<file path="src/rtl/tdm_demux_1x4.sv">
// Receive end of a 4-slot TDM link: tracks slot position from a frame-sync marker
// and presents the four reassembled channels as one registered parallel word.
//
// state | meaning
// HUNT  | waiting for a sync beat; all non-sync beats are dropped
// RUN   | locked to the frame; s is the slot expected on the next beat
module tdm_demux_1x4 #(
   parameter int WIDTH = 1
) (
   input  logic               clk,
   input  logic               rst_n,
   input  logic [WIDTH-1:0]   din,
   input  logic               din_valid,
   input  logic               sync,
   output logic [4*WIDTH-1:0] o,
   output logic [1:0]         s,
   output logic               frame_valid,
   output logic               sync_err,
   output logic               locked
);

   typedef enum logic {
      HUNT = 1'b0,
      RUN  = 1'b1
   } state_t;

   state_t             state_q, state_d;
   logic [1:0]         slot_q, slot_d;
   logic [WIDTH-1:0]   sh0_q, sh0_d;
   logic [WIDTH-1:0]   sh1_q, sh1_d;
   logic [WIDTH-1:0]   sh2_q, sh2_d;
   logic [4*WIDTH-1:0] o_q, o_d;
   logic               fv_q, fv_d;
   logic               err_q, err_d;

   always_ff @(posedge clk or negedge rst_n) begin
      if (!rst_n) begin
         state_q <= HUNT;
         slot_q  <= 2'd0;
         sh0_q   <= '0;
         sh1_q   <= '0;
         sh2_q   <= '0;
         o_q     <= '0;
         fv_q    <= 1'b0;
         err_q   <= 1'b0;
      end else begin
         state_q <= state_d;
         slot_q  <= slot_d;
         sh0_q   <= sh0_d;
         sh1_q   <= sh1_d;
         sh2_q   <= sh2_d;
         o_q     <= o_d;
         fv_q    <= fv_d;
         err_q   <= err_d;
      end
   end

   always_comb begin
      state_d = state_q;
      slot_d  = slot_q;
      sh0_d   = sh0_q;
      sh1_d   = sh1_q;
      sh2_d   = sh2_q;
      o_d     = o_q;
      fv_d    = 1'b0;
      err_d   = 1'b0;

      if (din_valid) begin
         unique case (state_q)
            HUNT: begin
               if (sync) begin
                  sh0_d   = din;
                  slot_d  = 2'd1;
                  state_d = RUN;
               end
            end
            RUN: begin
               if (sync) begin
                  // Early sync drops the partial frame and restarts at slot 0.
                  err_d  = (slot_q != 2'd0);
                  sh0_d  = din;
                  slot_d = 2'd1;
               end else begin
                  unique case (slot_q)
                     2'd0: begin
                        err_d   = 1'b1;
                        state_d = HUNT;
                     end
                     2'd1: begin
                        sh1_d  = din;
                        slot_d = 2'd2;
                     end
                     2'd2: begin
                        sh2_d  = din;
                        slot_d = 2'd3;
                     end
                     default: begin
                        o_d    = {din, sh2_q, sh1_q, sh0_q};
                        fv_d   = 1'b1;
                        slot_d = 2'd0;
                     end
                  endcase
               end
            end
            default: state_d = HUNT;
         endcase
      end
   end

   assign o           = o_q;
   assign s           = slot_q;
   assign frame_valid = fv_q;
   assign sync_err    = err_q;
   assign locked      = (state_q == RUN);

endmodule

</file>
<file path="config.mk">
export PLATFORM = sky130hd
export DESIGN_NAME = tdm_demux_1x4
export DESIGN_NICKNAME = d
export VERILOG_FILES = /design/src/rtl/tdm_demux_1x4.sv
export SDC_FILE = /design/constraint.sdc
export NUM_CORES = 1
export LEC_CHECK = 0
export CORE_AREA = 2 2 39 41
export CTS_CLUSTER_DIAMETER = 40
export DETAILED_ROUTE_END_ITERATION = 16
export DIE_AREA = 0 0 41 43
export HOLD_SLACK_MARGIN = 0.12
export PLACE_DENSITY = 0.79
export REMOVE_ABC_BUFFERS = 1
export SYNTH_ARGS = -nofsm -noshare
export SYNTH_HDL_FRONTEND = slang
export SYNTH_SLANG_ARGS = --single-unit
export TNS_END_PERCENT = 5
</file>
<file path="constraint.sdc">
create_clock -name clk -period 1.5 [get_ports clk]
set_clock_uncertainty 0.05 [all_clocks]
set_input_delay 0.375 -clock clk [delete_from_list [all_inputs] [get_ports clk]]
set_output_delay 0.375 -clock clk [all_outputs]
set_load 0.005 [all_outputs]
</file>
==> impl_metrics.yaml <==
outcome:
  status: "complete, no violations"
detailed_routing:
  drt-pass1-iter-count: 3
  vias: 417
  route.detailed.vias_per_inst: 4.906
  drc_errors: 0
  drtAntennaViolNets: 0
  drt_iter0_markers: 7
  wl_per_cell_um: 11.81
  detail_route.wirelength_um: 1004
floorplan:
  fp-row-count: 14
  die_area_um2: 1763
  core_region_area_um2: 1384
  die_height_um: 43
  io_pins: 14
  start_util: 0.4114
  die_x_um: 41
clock_network:
  ctsHtreeMaxLevel: 1
  cts_tree: "built"
  ctsLongestPathBuffers: 2
  clock_sink_count: 12
  post_cts_hold_buffer_count: 0
  root_buffer_master: "sky130_fd_sc_hd__clkbuf_4"
  worst_skew_pair.late_latency_ns: 0.26
  clk_slew_on_worst_s_h_paths_ns: 0.06
  numCtsBuffers: 3
grt:
  grtUsageTotal: 0.1424
  initial_antenna_violation_count: 0
  largest_net_degree_at_the_start_of_global_routing: 13
  grt_pass1_wl_um: 1669
  number_of_global_route_vias_before_repair: 417
  global_route.overflow_total: 0
synth:
  post_synth_most_frequent_cells: "sky130_fd_sc_hd__dfrtp_1, sky130_fd_sc_hd__mux2_2, sky130_fd_sc_hd__ha_1"
  netlist.area_leader.share: 0.5275
  yosys_most_used_dff: "sky130_fd_sc_hd__dfrtp_1"
  synthesis.area_um2: 569.3
  synth.yosys.warnings: 0
  yosysUniqueCellTypes: 17
  synth_enable_flop_cells: 0
  yosysMostFrequentCell: "sky130_fd_sc_hd__dfrtp_1"
  syn-instance-count: 45
  synth_async_sr_flop_share: 1.000
  synth_seq_cells: 12
  avgSynthCellArea_um2: 12.65
  synth_top_cell_by_area: "sky130_fd_sc_hd__dfrtp_1"
  synth_sequential_area_ratio: 0.5275
  synth.top_cells.by_area: "sky130_fd_sc_hd__dfrtp_1, sky130_fd_sc_hd__mux2_2, sky130_fd_sc_hd__ha_1, sky130_fd_sc_hd__nand3_4, sky130_fd_sc_hd__inv_1"
place:
  dpl_cell_area_um2: 767.0
  gp_routability_congestion: 0.7139
  placement.io_buffers: 13
  dpl_worst_slack_ns: -0.2269
final_layout:
  area.growth.synth_to_final_pct: 44.40
  postLayoutCoreUtil: 0.5940
  drive_gt1_frac: 0.3623
  fillerInstances: 127
  antenna_cells: 0
  final_design_instance_area_without_fill_um2: 822.0
  final_nets: 81
sta:
  number_of_max_slew_violations_in_the_final_report: 0
  fmax_ghz: 0.6911
  maxSlewHeadroom: 0.8395
  grt_setup_unrepaired: "false"
  final-setup-viol-count: 0
  period_minus_slack_ns: 1.447
  final.period_utilization: 0.9646
  tightestPinTransition_ns: 0.2391
  report.final.hold_viol_count: 0
  setup_total_negative_slack_ns: 0
  setup_slack_ns: 0.05304
pwr:
  power.density_cell_area_nw_per_um2: 1623
  cellLeakagePower_uw: 0.0004157
  worst_ir_drop_vdd_v: 0.0007163
worst_setup_path:
  end_kind: "flop"
  critical_path_arrival_ns: 1.54
  worst_path_cell_with_the_longest_stage_delay: "sky130_fd_sc_hd__clkdlybuf4s50_1"
  timing.critical_path.required_ns: 1.60
  r2r_cells: 6
  crit_path_start_kind: "primary input"
  path_cells: "clkdlybuf4s50_1, and2b_2, nand3_4, mux2_2"
  path_class: "primary input to flop"
  critical_path.max_stage_delay_ns: 0.47
  critical_path.max_fanout: 5
hold_path:
  timing.hold.worst.class: "primary input to async pin"
run:
  drv_cap: 0
[routing by layer]
layer / share of wire / vias up / wire length (um) / track usage
li1: - / 206 / - / -
met1: 0.40 / 201 / 398 / 0.1644
met2: 0.56 / 10 / 560 / 0.2281
met3: 0.045 / 0 / 45 / 0.01571
met4: 0 / 0 / 0 / 0.1000
met5: 0 / - / 0 / 0
[through the flow]
stage          hold WS (ns)  std cells  total power, uW
2_1_floorplan       0.02941         44            807.2
3_3_place_gp         0.4385         80             1112
3_5_place_dp         0.4429         80             1132
4_1_cts              0.3654         85             1296
5_1_grt              0.3866         85             1458
6_report             0.3656         85             1334
[kinds of logic (layout without fill, tap and decap cells)]
| logic type | count (synthesis) | in the layout | share of synthesized area |
|---|---|---|---|
| AND/OR/NAND/NOR | 11 | 11 | 0.1341 |
| AO/OA/AOI/OAI | 5 | 5 | 0.05496 |
| flip-flops | 12 | 12 | 0.5275 |
| buffers and inverters | 5 | 29 | 0.03515 |
| multiplexers | 7 | 7 | 0.1385 |
| adder cells (fa/ha/maj) | 5 | 5 | 0.1099 |
[state kept, by name (all words and copies together) (netlist names)]
| register | flops |
|---|---|
| s | 2 |
| o | 4 |
| sh1_q | 1 |
| locked | 1 |
| sh0_q | 1 |
| sync_err | 1 |
| frame_valid | 1 |
| sh2_q | 1 |
[path summary, 6_finish.rpt]
| path | startpoint | endpoint | slack (ns) |
|---|---|---|---|
| setup / recovery | sync | o[3] | 0.05 |
| hold / removal | rst_n | frame_valid | 0.37 |
| setup reg to reg | s[0] | s[0] | 0.09 |
| hold reg to reg | o[0] | o[0] | 0.45 |
| max in group asynchronous | rst_n | s[1] | 0.89 |
| min in group clk | o[0] | o[0] | 0.45 |
[cells in the final DEF, fill, tap and decap left out, types with 2 or more instances in the layout]
master                            count
sky130_fd_sc_hd__dfrtp_1             12
sky130_fd_sc_hd__dlygate4sd2_1        9
sky130_fd_sc_hd__buf_4                9
sky130_fd_sc_hd__mux2_2               7
sky130_fd_sc_hd__inv_1                4
sky130_fd_sc_hd__ha_1                 4
sky130_fd_sc_hd__clkdlybuf4s50_1      4
sky130_fd_sc_hd__clkbuf_4             3
sky130_fd_sc_hd__nand2_1              2
sky130_fd_sc_hd__nor2_1               2
sky130_fd_sc_hd__nand3_1              2
[critical path: cells and delay by family]
family	cells	cell delay (ns)
buffers and inverters	1	0.47
AND/OR/NAND/NOR	2	0.36
multiplexers	1	0.34
[what timing repair did]
| action | in CTS | in global routing |
|---|---|---|
| endpoints found under the hold margin | 0 | 0 |
| gates cloned | 0 | 0 |
| setup endpoints to repair | 9 | 1 |
| gates resized for setup | 10 | 4 |
| setup buffers | 2 | 0 |
| pin swaps | 0 | 2 |
[power breakdown]
group	internal [uW]	switching [uW]	total (uW)
clock	92.6	89.0	182
combinational	368	277	645
sequential	450	57.2	508
[final cells by class]
cell class	instances	area (um2)	area share
multi-input combinational	28	277.8	0.3379
clock buffer	3	22.52	0.02740
sequential	12	300.3	0.3653
tap	16	20.02	0.02435
timing repair buffer	22	186.4	0.2268
inverter	4	15.01	0.01826
Note: power is estimated with default switching activity, not from simulation.
